### src/rtl/pc_stack_gen_if.sv
// Decode-stage to PC-generator bus: op/operands in, PC and call-stack status out.
// SP_W is derived from STACK_DEPTH so both ends agree on the stack-level width.
interface pc_stack_gen_if #(
    parameter int ADDR_W      = 6,
    parameter int STACK_DEPTH = 4
);
    localparam int SP_W = $clog2(STACK_DEPTH + 1);

    logic              en;
    logic [2:0]        op;
    logic [ADDR_W-1:0] target;
    logic [ADDR_W-1:0] offset;
    logic [ADDR_W-1:0] pc;
    logic [SP_W-1:0]   sp_level;
    logic              stack_full;
    logic              stack_empty;
    logic              err_ovf;
    logic              err_unf;

    modport master (
        output en, op, target, offset,
        input  pc, sp_level, stack_full, stack_empty, err_ovf, err_unf
    );

    modport slave (
        input  en, op, target, offset,
        output pc, sp_level, stack_full, stack_empty, err_ovf, err_unf
    );
endinterface

### src/rtl/pc_stack_gen.sv
// Program-counter generator with increment, jump, signed branch and a LIFO
// call/return stack carrying sticky overflow/underflow flags.
module pc_stack_gen #(
    parameter int ADDR_W      = 6,
    parameter int STACK_DEPTH = 4
) (
    input logic           clk,
    input logic           reset,
    pc_stack_gen_if.slave bus
);
    localparam int SP_W  = $clog2(STACK_DEPTH + 1);
    localparam int IDX_W = (STACK_DEPTH > 1) ? $clog2(STACK_DEPTH) : 1;

    typedef enum logic [2:0] {
        OP_HOLD = 3'b000,
        OP_INC  = 3'b001,
        OP_JMP  = 3'b010,
        OP_BRA  = 3'b011,
        OP_CALL = 3'b100,
        OP_RET  = 3'b101
    } op_e;

    logic [ADDR_W-1:0] pc_q, pc_d;
    logic [SP_W-1:0]   sp_q, sp_d;
    logic              ovf_q, ovf_d;
    logic              unf_q, unf_d;
    logic              push;
    logic              full, empty;
    logic [IDX_W-1:0]  push_idx, top_idx;
    logic [ADDR_W-1:0] stack_mem [STACK_DEPTH];

    assign full     = (sp_q == SP_W'(STACK_DEPTH));
    assign empty    = (sp_q == '0);
    assign push_idx = IDX_W'(sp_q);
    assign top_idx  = IDX_W'(sp_q - SP_W'(1));

    // NOTE: every output of this block gets a default first, so no path leaves it unassigned and no latch is inferred.
    always_comb begin
        pc_d  = pc_q;
        sp_d  = sp_q;
        ovf_d = ovf_q;
        unf_d = unf_q;
        push  = 1'b0;
        if (bus.en) begin
            case (bus.op)
                OP_INC:  pc_d = pc_q + ADDR_W'(1);
                OP_JMP:  pc_d = bus.target;
                OP_BRA:  pc_d = pc_q + bus.offset;  // two's-complement add wraps both ways
                OP_CALL: begin
                    if (full) begin
                        ovf_d = 1'b1;
                    end else begin
                        push = 1'b1;
                        sp_d = sp_q + SP_W'(1);
                        pc_d = bus.target;
                    end
                end
                OP_RET: begin
                    if (empty) begin
                        unf_d = 1'b1;
                    end else begin
                        pc_d = stack_mem[top_idx];
                        sp_d = sp_q - SP_W'(1);
                    end
                end
                default: ;  // HOLD and reserved codes
            endcase
        end
    end

    // NOTE: clocked state uses non-blocking assignments so all registers update from the same pre-edge values.
    always_ff @(posedge clk) begin
        if (!reset) begin
            pc_q  <= '0;
            sp_q  <= '0;
            ovf_q <= 1'b0;
            unf_q <= 1'b0;
        end else begin
            pc_q  <= pc_d;
            sp_q  <= sp_d;
            ovf_q <= ovf_d;
            unf_q <= unf_d;
        end
    end

    // NOTE: the stack array is deliberately not reset; sp_q alone decides which entries are valid.
    always_ff @(posedge clk) begin
        if (reset && push) begin
            stack_mem[push_idx] <= pc_q + ADDR_W'(1);
        end
    end

    assign bus.pc          = pc_q;
    assign bus.sp_level    = sp_q;
    assign bus.stack_full  = full;
    assign bus.stack_empty = empty;
    assign bus.err_ovf     = ovf_q;
    assign bus.err_unf     = unf_q;
endmodule
### src/flat_wrapper.sv
// flat-port wrapper written by rule: the top's interface ports become plain ports
module pc_stack_gen_flat 
#(
    parameter int ADDR_W      = 6,
    parameter int STACK_DEPTH = 4
)
  (clk, reset, bus_en, bus_op, bus_target, bus_offset, bus_pc, bus_sp_level, bus_stack_full, bus_stack_empty, bus_err_ovf, bus_err_unf);
  pc_stack_gen_if #(.ADDR_W(ADDR_W), .STACK_DEPTH(STACK_DEPTH)) bus_i ();
  input logic clk;
  input logic reset;
  input wire logic [$bits(bus_i.en)-1:0] bus_en;
  input wire logic [$bits(bus_i.op)-1:0] bus_op;
  input wire logic [$bits(bus_i.target)-1:0] bus_target;
  input wire logic [$bits(bus_i.offset)-1:0] bus_offset;
  output wire logic [$bits(bus_i.pc)-1:0] bus_pc;
  output wire logic [$bits(bus_i.sp_level)-1:0] bus_sp_level;
  output wire logic [$bits(bus_i.stack_full)-1:0] bus_stack_full;
  output wire logic [$bits(bus_i.stack_empty)-1:0] bus_stack_empty;
  output wire logic [$bits(bus_i.err_ovf)-1:0] bus_err_ovf;
  output wire logic [$bits(bus_i.err_unf)-1:0] bus_err_unf;
  assign bus_i.en = bus_en;
  assign bus_i.op = bus_op;
  assign bus_i.target = bus_target;
  assign bus_i.offset = bus_offset;
  assign bus_pc = bus_i.pc;
  assign bus_sp_level = bus_i.sp_level;
  assign bus_stack_full = bus_i.stack_full;
  assign bus_stack_empty = bus_i.stack_empty;
  assign bus_err_ovf = bus_i.err_ovf;
  assign bus_err_unf = bus_i.err_unf;
  pc_stack_gen #(.ADDR_W(ADDR_W), .STACK_DEPTH(STACK_DEPTH)) u_core (.clk(clk), .reset(reset), .bus(bus_i));
endmodule
### config.mk
export PLATFORM = sky130hd
export DESIGN_NAME = pc_stack_gen_flat
export DESIGN_NICKNAME = d
export VERILOG_FILES = /design/src/rtl/pc_stack_gen_if.sv /design/src/rtl/pc_stack_gen.sv /design/src/flat_wrapper.sv
export SDC_FILE = /design/constraint.sdc
export NUM_CORES = 1
export LEC_CHECK = 0
export CELL_PAD_IN_SITES_DETAIL_PLACEMENT = 0
export CELL_PAD_IN_SITES_GLOBAL_PLACEMENT = 2
export CORE_ASPECT_RATIO = 0.8
export CORE_MARGIN = 2
export CORE_UTILIZATION = 32
export CTS_CLUSTER_SIZE = 12
export DETAILED_ROUTE_END_ITERATION = 6
export GPL_ROUTABILITY_DRIVEN = 1
export HOLD_SLACK_MARGIN = 0.02
export PLACE_DENSITY = 0.72
export SETUP_SLACK_MARGIN = 0.5
export SLEW_MARGIN = 15
export SYNTH_ARGS = -nofsm -noshare
export SYNTH_HDL_FRONTEND = slang
export SYNTH_SLANG_ARGS = --single-unit
### constraint.sdc
create_clock -name clk -period 2.05 [get_ports clk]
set_clock_uncertainty 0.2 [all_clocks]
set_input_delay 0.41 -clock clk [delete_from_list [all_inputs] [get_ports clk]]
set_output_delay 0.41 -clock clk [all_outputs]
set_load 0.02 [all_outputs]
==> results.txt <==
- The run finished with clean final reports.
- In the synthesized netlist the dominant register cell turns out to be edfxtp_1.
- Proportion of power drawn by flip-flops and latches: 0.421
- The worst path in the final design needs a cycle of 1.87 ns, including I/O delays and setup.
* Post-detailed-routing wire length: 5280 µm
* Final weighted congestion of routability-driven global placement: 0.776
* Worst setup path class: reg2reg
- Wire length of the first global-routing pass: 8540 µm
* Warnings, synthesis: 0
- FMAX: 536 MHz
* Transition time at the pin with the least slew margin: 0.416 ns
- Detailed Place HPWL: 3840 µm
* Aggregate global routing overflow: 0
- Antenna Diode Count: 0
* Switching fraction of total power: 0.267
* Die footprint: 7040 µm²
- The tightest min-delay check is of the reg2reg type.
- Maximum fanout encountered on the critical timing path: 9
- The floorplan step defined a core boundary enclosing 6280 µm².
* Internal power contribution: 1.39 mW
- For this design the top-level I/O count stands at 31.
- In the final routed layout, each cell accounts on average for 15.4 µm.
- The number of global-route vias before repair came to 1652.
- The final max-slew violation count came to 0.
- In the final layout, the share of cells above drive strength 1 is 0.516.
- For this design the total switching power over the nets is 0.505 mW.
- Summed over all cells, the static leakage comes to 1.27 nW.
* I/O Buffers: 30
- After detailed placement, the design holds a cell count of 313.
- The tool flagged a number of max-cap violations equal to 0.
- Clk pwr share: 0.338
- Of the total synthesized cell area, the portion taken by full adders, half adders and majority gates is 0.0772.
- Traced cell by cell, the critical path runs through buf_4, buf_12, mux4_2, nand3_2, nand2_1, nor3b_2, a211oi_2.
- In the final design database the tool counted 287 nets.
* Power per unit of standard cell area: 609 nW/µm²
- Dividing the detail-routed via count by the number of cells gives 4.82.
- RSZ-0062 raised after global routing: yes
* Portion of netlist area occupied by mux cells: 0.0765
* Dominant cell type by area after synthesis: edfxtp_1
- For this run, design rule violations remaining after detail routing come to 0.
* Period Utilization, post-route: 0.910
- Clock tree from TritonCTS: yes
* Row Count: 26
* Longest individual stage delay on the worst path: 0.53 ns
- Across the VDD grid, the largest voltage drop is 525 µV.
- Setup violations remaining at the end of the flow were counted as 0.
* Cell type of the slowest stage on the worst timing path: mux4_2
* Number of standard cells in the layout, taps in and fillers out: 342
- Ranked by total cell area, the synthesized netlist is headed by edfxtp_1, dfxtp_1, ha_1.
- Global Route Usage Sum: 0.162
* First-pass iteration count of the detailed router: 4
- Of the post-synthesis cell area, the dominant cell type holds 0.353.
- The worst pin sits at a relative slew slack of 0.721.
- Number of flip-flops and latches in the synthesized netlist: 35
- After the first detailed-routing iteration, the DRC count stood at 60.
- Root buffer cell: clkbuf_8
* Hold-fix buffer count after cts: 0
- For this run, the register share of the synthesized area comes to 0.461.
- The post-synthesis compound-gate area fraction came to 0.141.
- The clock passes through at most 2 buffers.
- After clock tree synthesis, the clock-pin slew on the worst setup and hold paths is 0.08 ns.
- Final core utilization: 0.495
- Final worst-path setup slack: 0.184 ns
- Of the total synthesized cell area, the portion taken by AND, OR, NAND and NOR gates is 0.145.
- Number of buffers created by CTS: 5
* Initial antenna violation count: 0
* Total via count after detailed routing: 1650
* Final-report hold violation count: 0
- Worst hold slack across all endpoints: 0.258 ns
- Power Total: 1.89 mW
- The worst setup path is captured at a flip-flop.
- Clock tree sinks: 35
* Die H: 75.5 µm
* Place WS: -0.379 ns
- CP Data Arrival Time: 1.84 ns
- The area growth from synthesis to layout is 52.2%.
- Effective utilization at floorplan: 0.325
* Post-synth cell types: 50
- Syn Inst Count: 178
- The mapped netlist covers 2040 µm².
- By area, the combinational part of the netlist is dominated by simple AND/OR/NAND/NOR gates.
* Die width: 93.3 µm
- In this run the remaining antenna-violating nets after routing total 0.
* Xor/xnor cell area share of the yosys netlist: 0.0429
- STA classifies the critical path startpoint as a flip-flop.
- CTS built an H-tree with a depth of 2.
* Share of flip-flops with an asynchronous set or reset: 0
- Entering global routing, the biggest net connects 14 pins.
* Data required time at the worst endpoint: 2.02 ns
* Combinational cell fraction of total power: 0.241
- Number of flops mapped to enable cells by yosys: 24
* Number of nets produced by synthesis: 208
* Worst-skew pair later-pin latency: 0.29 ns
* Average instance area after synthesis: 11.5 µm²
## metrics by stage
step / TNS (ns) / instance area [µm²]
finish: 0 / 3110
global route: 0 / 3110
CTS: 0 / 3060
detailed placement: -5.73 / 2690
global placement: -5.91 / 2690
floorplan: 0 / 2140
## synthesized netlist by cell type, drive strengths merged, types with 2 or more instances
cell type  count
nand3          5
xnor2          6
buf            7
xor2           4
o21ai         15
ha            11
mux4           6
a21oi          7
a211oi         4
and2           5
o22ai          3
o21a           2
nand2b         3
a31oi          5
or3            2
edfxtp        24
dfxtp         11
nor2b          4
nand2         15
inv           14
nor2           6
## critical path: cells and delay by family, from the launching register on
kind	cells	cell delay [ns]
buffers and inverters	2	0.24
flip-flops	1	0.36
AND/OR/NAND/NOR	3	0.33
AO/OA/AOI/OAI	1	0.08
multiplexers	1	0.53
## layout by cell type (no fill, tap or decap), drive strengths merged, types with 3 or more instances in the layout
master,Yosys,layout
a21oi,7,7
nand2,15,15
xnor2,6,6
a211oi,4,4
xor2,4,4
dlygate4sd2,0,6
o22ai,3,3
a31oi,5,5
clkbuf,1,7
and2,5,5
inv,14,14
nor2,6,6
edfxtp,24,24
ha,11,11
nand3,5,5
buf,7,62
nand2b,3,3
mux4,6,6
clkdlybuf4s50,0,8
o21ai,15,15
nor2b,4,4
dfxtp,11,11
## worst paths after layout
| check | startpoint | to | slack [ns] | cells past startpoint |
|---|---|---|---|---|
| setup reg to reg | u_core.bus.sp_level[0] | u_core.bus.pc[5] | 0.18 | 7 |
| hold / removal | u_core.bus.err_ovf | u_core.bus.err_ovf | 0.26 | 2 |
| hold reg to reg | u_core.bus.err_ovf | u_core.bus.err_ovf | 0.26 | 2 |
| setup / recovery | u_core.bus.sp_level[0] | u_core.bus.pc[5] | 0.18 | 7 |
## sequential cells by signal, summed over array words and instances (netlist names)
register / count
u_core.bus.err_unf: 1
u_core.bus.pc: 6
u_core.bus.sp_level: 3
u_core.bus.err_ovf: 1
u_core.stack_mem: 24
## power by group through the flow
| stage | Sequential [mW] | Combinational, mW | Clock [mW] |
|---|---|---|---|
| finish | 0.797 | 0.457 | 0.639 |
| global route | 0.800 | 0.495 | 0.690 |
| CTS | 0.797 | 0.442 | 0.654 |
| detailed placement | 0.811 | 0.383 | 0 |
| global placement | 0.811 | 0.378 | 0 |
| floorplan | 0.826 | 0.204 | 0 |
## timing repair
action,in CTS,in global routing
resized for setup,100,15
endpoints found under the setup margin,55,56
gates cloned,1,0
pin swaps,22,12
setup buffers,14,6
## routing by layer
metal	share of wire	up-vias	GRT usage
li1	-	804	-
met1	0.48	817	0.222
met2	0.48	27	0.271
met3	0.032	2	0.0326
met4	0.0042	0	0.0343
met5	0	-	0
## cell type report
| cell class | count | area [µm²] |
|---|---|---|
| multi-input combinational | 121 | 1150 |
| timing repair buffer | 80 | 718 |
| clock buffer | 5 | 68.8 |
| inverter | 14 | 57.6 |
| fill | 565 | 3170 |
| sequential | 35 | 965 |
| tap | 84 | 105 |
| clock inverter | 3 | 47.5 |
## cell families (layout without fill, tap and decap cells)
family | count (synthesis) | in the layout
xor gates and xnor gates | 10 | 10
muxes | 8 | 8
and+or+nand+nor | 49 | 49
AOI/OAI and AO/OA | 42 | 42
buffers and inverters | 22 | 102
DFF | 35 | 35
adders and majority gates | 12 | 12
No activity file was read; power rests on OpenSTA's default activity.
